--- src/rtl/glb_pkg.sv ---
// glb_pkg: shared clear-FSM state type and buffer geometry for the global buffer responder
`ifndef ADDR_WIDTH
`define ADDR_WIDTH 32
`endif
`ifndef DATA_WIDTH
`define DATA_WIDTH 32
`endif
package glb_pkg;
  localparam int GLB_DEPTH = 16384;
  localparam int GLB_WORD_AW = 14;
  typedef enum logic [1:0] {IDLE, CLEAR, DONE} clr_state_e;
endpackage

--- src/rtl/glb_if.sv ---
// glb_if: accelerator-side read, write and clear signals of the global buffer
interface glb_if #(
  parameter int AW = 32,
  parameter int DW = 32
);
  logic          glb_read_ready;
  logic [AW-1:0] glb_read_addr;
  logic          glb_read_valid;
  logic [DW-1:0] glb_read_data;
  logic          glb_write_valid;
  logic [AW-1:0] glb_write_addr;
  logic [DW-1:0] glb_write_data;
  logic          WEB;
  logic [DW-1:0] BWEB;
  logic          glb_write_ready;
  logic          clr_start;
  logic [AW-1:0] clr_base;
  logic [15:0]   clr_words;
  logic          clr_busy;
  logic          clr_done;
  modport master (
    output glb_read_ready, glb_read_addr, glb_write_valid, glb_write_addr, glb_write_data,
           WEB, BWEB, clr_start, clr_base, clr_words,
    input  glb_read_valid, glb_read_data, glb_write_ready, clr_busy, clr_done
  );
  modport slave (
    input  glb_read_ready, glb_read_addr, glb_write_valid, glb_write_addr, glb_write_data,
           WEB, BWEB, clr_start, clr_base, clr_words,
    output glb_read_valid, glb_read_data, glb_write_ready, clr_busy, clr_done
  );
endinterface

--- src/rtl/glb_clear_fsm.sv ---
// glb_clear_fsm: walks a word pointer from the clear base for clr_words cycles, then pulses done
module glb_clear_fsm
  import glb_pkg::*;
#(
  parameter int ADDR_WIDTH = `ADDR_WIDTH,
  parameter int DEPTH = GLB_DEPTH
) (
  input  logic                   clk,
  input  logic                   rst,
  input  logic                   clr_start_i,
  input  logic [ADDR_WIDTH-1:0]  clr_base_i,
  input  logic [15:0]            clr_words_i,
  output logic                   busy_o,
  output logic                   done_o,
  output logic                   oob_o,
  output logic [GLB_WORD_AW-1:0] word_o
);
  localparam int WA = ADDR_WIDTH - 2;
  clr_state_e state_q, state_d;
  logic [15:0] cnt_q, cnt_d;
  logic [WA-1:0] ptr_q, ptr_d;
  always_ff @(posedge clk) begin
    if (!rst) begin
      state_q <= IDLE;
      cnt_q <= '0;
      ptr_q <= '0;
    end else begin
      state_q <= state_d;
      cnt_q <= cnt_d;
      ptr_q <= ptr_d;
    end
  end
  always_comb begin
    state_d = state_q;
    cnt_d = cnt_q;
    ptr_d = ptr_q;
    if (state_q == IDLE && clr_start_i) begin
      state_d = (clr_words_i != 16'd0) ? CLEAR : DONE;
      cnt_d = clr_words_i;
      ptr_d = WA'(clr_base_i >> 2);
    end else if (state_q == CLEAR) begin
      state_d = (cnt_q == 16'd1) ? DONE : CLEAR;
      cnt_d = cnt_q - 16'd1;
      ptr_d = ptr_q + 1'b1;
    end else if (state_q == DONE) begin
      state_d = IDLE;
    end
  end
  // the pointer is kept full width so it never wraps back into the array
  assign busy_o = state_q == CLEAR;
  assign done_o = state_q == DONE;
  assign oob_o = ptr_q >= WA'(DEPTH);
  assign word_o = ptr_q[GLB_WORD_AW-1:0];
endmodule

--- src/rtl/glb_responder.sv ---
// glb_responder: global buffer front end for a 1-cycle SRAM macro with RAW bypass,
// address checking and a background clear engine
module glb_responder
  import glb_pkg::*;
#(
  parameter int ADDR_WIDTH = `ADDR_WIDTH,
  parameter int DATA_WIDTH = `DATA_WIDTH,
  parameter int DEPTH = GLB_DEPTH
) (
  input  logic                   clk,
  input  logic                   rst,
  glb_if.slave                   bus,
  output logic                   sram_CS,
  output logic                   sram_WEB,
  output logic [DATA_WIDTH-1:0]  sram_BWEB,
  output logic                   sram_RE,
  output logic [GLB_WORD_AW-1:0] sram_R_ADDR,
  output logic [GLB_WORD_AW-1:0] sram_W_ADDR,
  output logic [DATA_WIDTH-1:0]  sram_D_IN,
  input  logic [DATA_WIDTH-1:0]  sram_D_OUT,
  output logic                   err_addr
);
  localparam int WA = ADDR_WIDTH - 2;
  logic [WA-1:0] rd_word, wr_word;
  logic [GLB_WORD_AW-1:0] clr_word;
  logic rd_oob, wr_oob, clr_oob, clr_busy, clr_done;
  logic rd_go, wr_try, wr_go, clr_go, byp_d, err_d;
  logic rvalid_q, roob_q, byp_q, err_q;
  logic [DATA_WIDTH-1:0] byp_data_q, byp_mask_q;
  glb_clear_fsm #(.ADDR_WIDTH(ADDR_WIDTH), .DEPTH(DEPTH)) u_clr (
    .clk(clk),
    .rst(rst),
    .clr_start_i(bus.clr_start),
    .clr_base_i(bus.clr_base),
    .clr_words_i(bus.clr_words),
    .busy_o(clr_busy),
    .done_o(clr_done),
    .oob_o(clr_oob),
    .word_o(clr_word)
  );
  assign rd_word = WA'(bus.glb_read_addr >> 2);
  assign wr_word = WA'(bus.glb_write_addr >> 2);
  assign rd_oob = rd_word >= WA'(DEPTH);
  assign wr_oob = wr_word >= WA'(DEPTH);
  assign rd_go = rst & bus.glb_read_ready;
  assign wr_try = rst & bus.glb_write_valid & bus.glb_write_ready & ~bus.WEB;
  assign wr_go = wr_try & ~wr_oob;
  assign clr_go = rst & clr_busy & ~clr_oob;
  assign err_d = (rd_go & (rd_oob | (|bus.glb_read_addr[1:0])))
               | (wr_try & (wr_oob | (|bus.glb_write_addr[1:0])))
               | (rst & clr_busy & clr_oob);
  assign sram_CS = 1'b1;
  assign sram_RE = rd_go;
  assign sram_R_ADDR = rd_word[GLB_WORD_AW-1:0];
  assign sram_W_ADDR = clr_busy ? clr_word : wr_word[GLB_WORD_AW-1:0];
  assign sram_WEB = ~(wr_go | clr_go);
  assign sram_BWEB = clr_go ? '0 : (wr_go ? bus.BWEB : '1);
  assign sram_D_IN = clr_busy ? '0 : bus.glb_write_data;
  // the macro returns pre-write data on a same-cycle collision, so remember the write to merge it in
  assign byp_d = rd_go & ~sram_WEB & (sram_W_ADDR == sram_R_ADDR);
  always_ff @(posedge clk) begin
    if (!rst) begin
      rvalid_q <= 1'b0;
      roob_q <= 1'b0;
      byp_q <= 1'b0;
      byp_data_q <= '0;
      byp_mask_q <= '0;
      err_q <= 1'b0;
    end else begin
      rvalid_q <= rd_go;
      roob_q <= rd_oob;
      byp_q <= byp_d;
      byp_data_q <= sram_D_IN;
      byp_mask_q <= sram_BWEB;
      err_q <= err_q | err_d;
    end
  end
  assign bus.glb_read_valid = rvalid_q;
  assign bus.glb_read_data = (rvalid_q & ~roob_q)
    ? (byp_q ? ((sram_D_OUT & byp_mask_q) | (byp_data_q & ~byp_mask_q)) : sram_D_OUT) : '0;
  assign bus.glb_write_ready = ~clr_busy;
  assign bus.clr_busy = clr_busy;
  assign bus.clr_done = clr_done;
  assign err_addr = err_q;
endmodule

--- src/flat_wrapper.sv ---
// flat-port wrapper written by rule: the top's interface ports become plain ports
module glb_responder_flat import glb_pkg::*;
#(
  parameter int ADDR_WIDTH = `ADDR_WIDTH,
  parameter int DATA_WIDTH = `DATA_WIDTH,
  parameter int DEPTH = GLB_DEPTH
)
  (clk, rst, sram_CS, sram_WEB, sram_BWEB, sram_RE, sram_R_ADDR, sram_W_ADDR, sram_D_IN, sram_D_OUT, err_addr, bus_glb_read_ready, bus_glb_read_addr, bus_glb_write_valid, bus_glb_write_addr, bus_glb_write_data, bus_WEB, bus_BWEB, bus_clr_start, bus_clr_base, bus_clr_words, bus_glb_read_valid, bus_glb_read_data, bus_glb_write_ready, bus_clr_busy, bus_clr_done);
  glb_if #(.AW(32), .DW(32)) bus_i ();
  input  logic clk;
  input  logic rst;
  output logic sram_CS;
  output logic sram_WEB;
  output logic [DATA_WIDTH-1:0] sram_BWEB;
  output logic sram_RE;
  output logic [GLB_WORD_AW-1:0] sram_R_ADDR;
  output logic [GLB_WORD_AW-1:0] sram_W_ADDR;
  output logic [DATA_WIDTH-1:0] sram_D_IN;
  input  logic [DATA_WIDTH-1:0] sram_D_OUT;
  output logic err_addr;
  input wire logic [$bits(bus_i.glb_read_ready)-1:0] bus_glb_read_ready;
  input wire logic [$bits(bus_i.glb_read_addr)-1:0] bus_glb_read_addr;
  input wire logic [$bits(bus_i.glb_write_valid)-1:0] bus_glb_write_valid;
  input wire logic [$bits(bus_i.glb_write_addr)-1:0] bus_glb_write_addr;
  input wire logic [$bits(bus_i.glb_write_data)-1:0] bus_glb_write_data;
  input wire logic [$bits(bus_i.WEB)-1:0] bus_WEB;
  input wire logic [$bits(bus_i.BWEB)-1:0] bus_BWEB;
  input wire logic [$bits(bus_i.clr_start)-1:0] bus_clr_start;
  input wire logic [$bits(bus_i.clr_base)-1:0] bus_clr_base;
  input wire logic [$bits(bus_i.clr_words)-1:0] bus_clr_words;
  output wire logic [$bits(bus_i.glb_read_valid)-1:0] bus_glb_read_valid;
  output wire logic [$bits(bus_i.glb_read_data)-1:0] bus_glb_read_data;
  output wire logic [$bits(bus_i.glb_write_ready)-1:0] bus_glb_write_ready;
  output wire logic [$bits(bus_i.clr_busy)-1:0] bus_clr_busy;
  output wire logic [$bits(bus_i.clr_done)-1:0] bus_clr_done;
  assign bus_i.glb_read_ready = bus_glb_read_ready;
  assign bus_i.glb_read_addr = bus_glb_read_addr;
  assign bus_i.glb_write_valid = bus_glb_write_valid;
  assign bus_i.glb_write_addr = bus_glb_write_addr;
  assign bus_i.glb_write_data = bus_glb_write_data;
  assign bus_i.WEB = bus_WEB;
  assign bus_i.BWEB = bus_BWEB;
  assign bus_i.clr_start = bus_clr_start;
  assign bus_i.clr_base = bus_clr_base;
  assign bus_i.clr_words = bus_clr_words;
  assign bus_glb_read_valid = bus_i.glb_read_valid;
  assign bus_glb_read_data = bus_i.glb_read_data;
  assign bus_glb_write_ready = bus_i.glb_write_ready;
  assign bus_clr_busy = bus_i.clr_busy;
  assign bus_clr_done = bus_i.clr_done;
  glb_responder #(.ADDR_WIDTH(ADDR_WIDTH), .DATA_WIDTH(DATA_WIDTH), .DEPTH(DEPTH)) u_core (.clk(clk), .rst(rst), .bus(bus_i), .sram_CS(sram_CS), .sram_WEB(sram_WEB), .sram_BWEB(sram_BWEB), .sram_RE(sram_RE), .sram_R_ADDR(sram_R_ADDR), .sram_W_ADDR(sram_W_ADDR), .sram_D_IN(sram_D_IN), .sram_D_OUT(sram_D_OUT), .err_addr(err_addr));
endmodule
--- config.mk ---
export PLATFORM = sky130hd
export DESIGN_NAME = glb_responder_flat
export DESIGN_NICKNAME = d
export VERILOG_FILES = /design/src/rtl/glb_pkg.sv /design/src/rtl/glb_if.sv /design/src/rtl/glb_clear_fsm.sv /design/src/rtl/glb_responder.sv /design/src/flat_wrapper.sv
export SDC_FILE = /design/constraint.sdc
export NUM_CORES = 1
export LEC_CHECK = 0
export BUFFER_PORTS_ARGS = -buffer_cell sky130_fd_sc_hd__buf_2
export CORE_AREA = 2 2 133 135
export CTS_CLUSTER_SIZE = 24
export DETAILED_ROUTE_END_ITERATION = 10
export DIE_AREA = 0 0 135 137
export PLACE_DENSITY = 0.72
export SLEW_MARGIN = 10
export SYNTH_ARGS = -nofsm -noshare
export SYNTH_HDL_FRONTEND = slang
export SYNTH_SLANG_ARGS = --single-unit
--- constraint.sdc ---
create_clock -name clk -period 2.61 [get_ports clk]
set_clock_uncertainty 0.2 [all_clocks]
set_input_delay 0 -clock clk [delete_from_list [all_inputs] [get_ports clk]]
set_output_delay 0 -clock clk [all_outputs]
set_load 0.05 [all_outputs]
; ---- Yosys cells after proc, flatten, opt, wreduce, memory -nomap -nowiden
; Cells that the tools add are included.
[word_totals]
reg_bits = 116
[classes]
n_addsub = 2
n_lt_le_gt_ge = 3
eq_ne = 4
mux = 15
n_bitwise = 29
n_reduce_logical = 7
[op_table]
columns = cell, count
row1 = 2-to-1 mux 32 bit, 5
row2 = >= comparator 30 x 15 -> 1 bit (second input constant), 3
row3 = AND 32 bit, 2
row4 = 2-to-1 mux 30 bit, 2
row5 = 2-to-1 mux 16 bit, 2
row6 = NOT 32 bit, 1
row7 = bitwise OR 32 bit, 1
row8 = adder 30 x 1 -> 30 bit (second input constant), 1
row9 = == test 16 x 1 -> 1 bit (second input constant), 1
row10 = nonzero test 16 bit, 1
row11 = subtractor 16 x 1 -> 16 bit (second input constant), 1
row12 = == test 14 bit, 1
row13 = 2-to-1 mux 14 bit, 1
row14 = AND 1 bit, 13
row15 = 2-to-1 mux 2 bit, 5
row16 = NOT 1 bit, 6
row17 = bitwise OR 1 bit, 6
row18 = OR reduction 2 bit, 2
row19 = nonzero test 3 bit, 1
row20 = == test 2 x 1 -> 1 bit (second input constant), 1
row21 = == test 2 bit (second input constant), 1
row22 = zero test 2 bit, 1
row23 = nonzero test 2 bit, 1
row24 = logical AND 1 bit, 1

; ---- Logic depth before layout (Yosys ltp)
[logic_depth]
ltp_word = 8
depth_mapped = 10

; ---- Cells and area by module
; From an unflattened synthesis, not the netlist that was laid out.
[unflattened]
cells_unflattened = 846
hier_area_um2 = 6995.5
[by_module_without_submodules]
columns = mod, n_inst, cells_each, area_each_um2, seq_area_each_um2
row1 = glb_responder, 1, 433, 3573.4, 1361.3
row2 = glb_clear_fsm, 1, 413, 3422.0, 960.9

; ---- Worst setup path before layout
; Ideal clock, no wire load.
[synth_timing]
path_kind = reg-to-output
start = register u_core.u_clr.state_q[0]
end = output port sram_W_ADDR[10]
arrival_ns = 2.542
required_time_ns = 2.410
slack_ns = -0.132
path_stages_with_launch = 8
path_cell_list = dfxtp_1 > buf_4 > nand2b_1 > buf_4 > buf_6 > clkbuf_1 > clkbuf_1 > o21ai_0
[synth_between]
elab_chain_cells = 2
[synth_lines]
columns = element, line
row1 = start: declaration, glb_clear_fsm.sv:19  ; clr_state_e state_q, state_d;
row2 = start signal: assignment, glb_clear_fsm.sv:28  ; state_q <= state_d;
row3 = == test 2 x 1 -> 1 bit, glb_clear_fsm.sv:50  ; assign busy_o = state_q == CLEAR;
row4 = 2-to-1 mux 14 bit, glb_responder.sv:55  ; assign sram_W_ADDR = clr_busy ? clr_word : wr_word[GLB_WORD_AW-1:0];
row5 = end: declaration, flat_wrapper.sv:17  ; output logic [GLB_WORD_AW-1:0] sram_W_ADDR;
; Every way passes these cells.

; ---- Worst setup path after layout
[layout_timing]
start = input port bus_glb_read_addr[21]
end = register u_core.err_q (netlist: u_core.err_addr)
[layout_between]
elab_chain_cells = 6
[layout_lines]
columns = element, line
row1 = start: declaration, flat_wrapper.sv:22  ; input wire logic [$bits(bus_i.glb_read_addr)-1:0] bus_glb_read_addr;
row2 = >= comparator 30 x 15 -> 1 bit, glb_responder.sv:43  ; assign rd_oob = rd_word >= WA'(DEPTH);
row3 = bitwise OR 1 bit, glb_responder.sv:49  ; assign err_d = (rd_go & (rd_oob | (|bus.glb_read_addr[1:0])))
row4 = AND 1 bit, glb_responder.sv:49
row5 = bitwise OR 1 bit, glb_responder.sv:50  ; | (wr_try & (wr_oob | (|bus.glb_write_addr[1:0])))
row6 = bitwise OR 1 bit, glb_responder.sv:51  ; | (rst & clr_busy & clr_oob);
row7 = bitwise OR 1 bit, glb_responder.sv:75  ; err_q <= err_q | err_d;
row8 = end signal: assignment, glb_responder.sv:75
row9 = end: declaration, glb_responder.sv:28  ; logic rvalid_q, roob_q, byp_q, err_q;
; Every way passes these cells.
; A chain may end at the register's enable or synchronous reset.

==> impl_results.md <==
* Post-synth top area cell: dfxtp_1
* Hold Crit Class: input port to register
* Met2 GRT Util at 0.4966
* Synth top area cells: dfxtp_1 36%, nor2_1 9.3%, mux2i_1 5.3%
* Placed Cells incl. Taps at 1,336
* Async SR Flop Fraction at 0
* Die Area at 18,500 um2
* P&R area growth vs syn at 64.64%
* Rel. slew slack at 0.6283
* Placer congestion estimate at 0.8769
* Vias per Instance at 5.196
* Fmax achieved at 0.4067 GHz
* Critical Path Fanout Max at 2
* DRC violations left at 0
* Final TNS setup at 0 ns
* Post-synth top cells: 159 x nor2_1, 116 x dfxtp_1, 40 x clkbuf_1
* Most common cell in the netlist: nor2_1
* Seq/Total Area, Yosys at 0.3604
* Met3 Resource Use GR at 0.07111
* Post-synthesis instance total at 812
* Worst skew pair latency at 0.42 ns
* Post-route insts no fill at 1,537
* Fillers at 1,385
* First-pass GRT wire length at 40.81 mm
* Drt pass-1 iters at 7
* CP endpoint kind: register
* Vias in the first global route at 7,924
* Status: completed
* Dpl hpwl at 17.89 mm
* Top Usage Layer GRT: met2
* CP Class: input port to register
* Total power at 0.006206 W
* Initial DRC count at 564
* Routed wire length per instance at 17.58 um
* MaxCap Viol Count at 0
* Post-layout min period at 2.459 ns
* Post-Syn Area at 6444 um2
* RSZ-0062 raised after global routing: false
* Largest net degree at the start of global routing at 57
* Nets at 1,512
* Number of flops mapped to enable cells by yosys at 0
* PwrDens at 585.0 nW/um2
* H-tree levels at 4
* I/O pin cnt at 346
* CP Data Required Time at 2.70 ns
* Share of post-route cells with drive strength above 1 at 0.3313
* Cell variety after synth at 65
* Antenna Violating Nets Remaining at 0
* CP arrival at 2.55 ns
* Syn_nets at 1,030
* Synth warn at 0
* TritonCTS clock tree: built
* I/O Buffers at 342
* Initial Util at 0.3778
* Total gr overflow at 0
* CTS Buf Count at 17
* Core Area at 17,060 um2
* Final worst setup slack at 0.1514 ns
* GRT Total Usage at 0.2842
* Vias at 7,987
* Row cnt at 48
* Post-synthesis register bit count at 116
* Max VDD drop at 0.0004537 V
* Predominant post-synthesis flop cell: dfxtp_1
* Clk sinks at 116
* Final hold vios at 0
* Routing usage on met1 at 0.3226
* Leakage power figure at 5.008 nW
* Final setup viols at 0
* Reg area at 2325 um2
* Final-report max-slew violation count at 0
* CTS root buffer: clkbuf_16
* Mapped Avg Cell Area at 7.936 um2
* Synth top area share at 0.3604
* Critical Path Start Type: input port
* Final period utilization at 0.9420
* Area of the multi-input gates at 3742 um2
* CTS Buffer Depth at 2
* Clk slew on worst S/H paths at 0.06 ns
* Die Y-Extent at 137 um
* Total wire length at 27.02 mm
* Dpl ws at 0.4201 ns
* Die width at 135 um
* Least-Margin Pin Slew at 0.5575 ns
* Antenna violations before repair at 5
## metrics by stage
stage | util | hold WS [ns] | area [um2]
after global routing | 0.6220 | 0.04424 | 10610
final | 0.6220 | 0.03784 | 10610
after floorplan | - | -0.07271 | 6444
after global placement | 0.4871 | 0.04226 | 8308
after detailed placement | 0.4871 | 0.04354 | 8308
after CTS | 0.6202 | 0.02314 | 10580
## layout make-up
class / count / area share
inverter: 17 / 0.006015
multi-input combinational: 610 / 0.3528
tap: 225 / 0.02654
sequential: 116 / 0.2191
timing repair buffer: 532 / 0.3339
clock inverter: 14 / 0.01911
clock buffer: 18 / 0.04140
antenna: 5 / 0.001179
## report_power, final
part,switching [W],total [W],internal (W)
clock,0.000907,0.00254,0.00163
sequential,0.000121,0.00204,0.00192
combinational,0.000962,0.00163,0.000666
## worst max-delay path, stage by stage
cell and delay, ns:
dlygate4sd3_1 0.54, buf_2 0.12, nor4_1 0.19, dlygate4sd3_1 0.60, nand4_1 0.08, dlygate4sd3_1 0.61
o31ai_2 0.28, a31oi_1 0.12
## logic make-up after synthesis
group	synth area share
AND/OR/NAND/NOR	0.3171
AO/OA/AOI/OAI	0.1340
flip-flops	0.3604
buffers and inverters	0.06466
multiplexers	0.07612
XOR/XNOR	0.03942
adder cells (fa/ha/maj)	0.007767
other	0.0005820
## timing repair
item | in CTS | in global routing
endpoints found under the hold margin | 116 | 0
cloned | 1 | 0
hold buffers | 160 | 0
gates resized for setup | 1 | 4
buffers inserted | 2 | 1
pin swaps | 0 | 1
setup endpoints to repair | 5 | 29
## layer usage
metal	wire length [um]	vias to the layer above
li1	-	3793
met3	2319	76
met5	0	-
met4	1124	0
met2	13460	430
met1	10110	3688
## worst paths after layout
path | from | end | slack [ns] | cells past startpoint
hold reg to reg | u_core.u_clr.cnt_q[15] | u_core.u_clr.cnt_q[15] | 0.32 | 1
setup reg to reg | u_core.u_clr.state_q[0] | u_core.u_clr.cnt_q[0] | 0.17 | 5
hold / removal | bus_glb_write_addr[12] | u_core.byp_q | 0.04 | 5
setup / recovery | bus_glb_read_addr[21] | u_core.err_addr | 0.15 | 8
## state kept, by name (all words and copies together) (netlist names)
signal,count
u_core.bus.glb_read_valid,1
u_core.byp_data_q,32
u_core.byp_mask_q,32
u_core.byp_q,1
u_core.err_addr,1
u_core.roob_q,1
u_core.u_clr.cnt_q,16
u_core.u_clr.ptr_q,30
u_core.u_clr.state_q,2
## cell usage in the layout, fill, tap and decap left out, types with 4 or more instances in the layout
master,synthesis,final
nand4_1,12,12
mux2_2,7,7
o211ai_1,4,4
buf_2,9,342
mux2_1,5,5
and3_1,37,37
xor2_1,15,15
nor2_1,159,158
dfxtp_1,116,114
a311oi_1,9,9
clkbuf_16,0,17
clkinv_4,0,4
nand2b_1,34,33
and4_1,4,4
mux2i_1,34,34
a21oi_1,34,34
clkinvlp_4,0,4
diode_2,0,5
a211oi_1,12,12
nor4_1,23,23
nor3_1,24,23
o21ai_0,24,23
dlygate4sd3_1,0,160
buf_4,17,29
o221ai_1,6,6
ha_1,4,4
nand2_1,32,32
nand3_1,9,9
xnor2_1,14,14
or3_1,6,6
bufinv_16,0,4
inv_1,14,14
and2_1,37,37
o21ai_1,15,15
(Power assumes the default switching activity.)
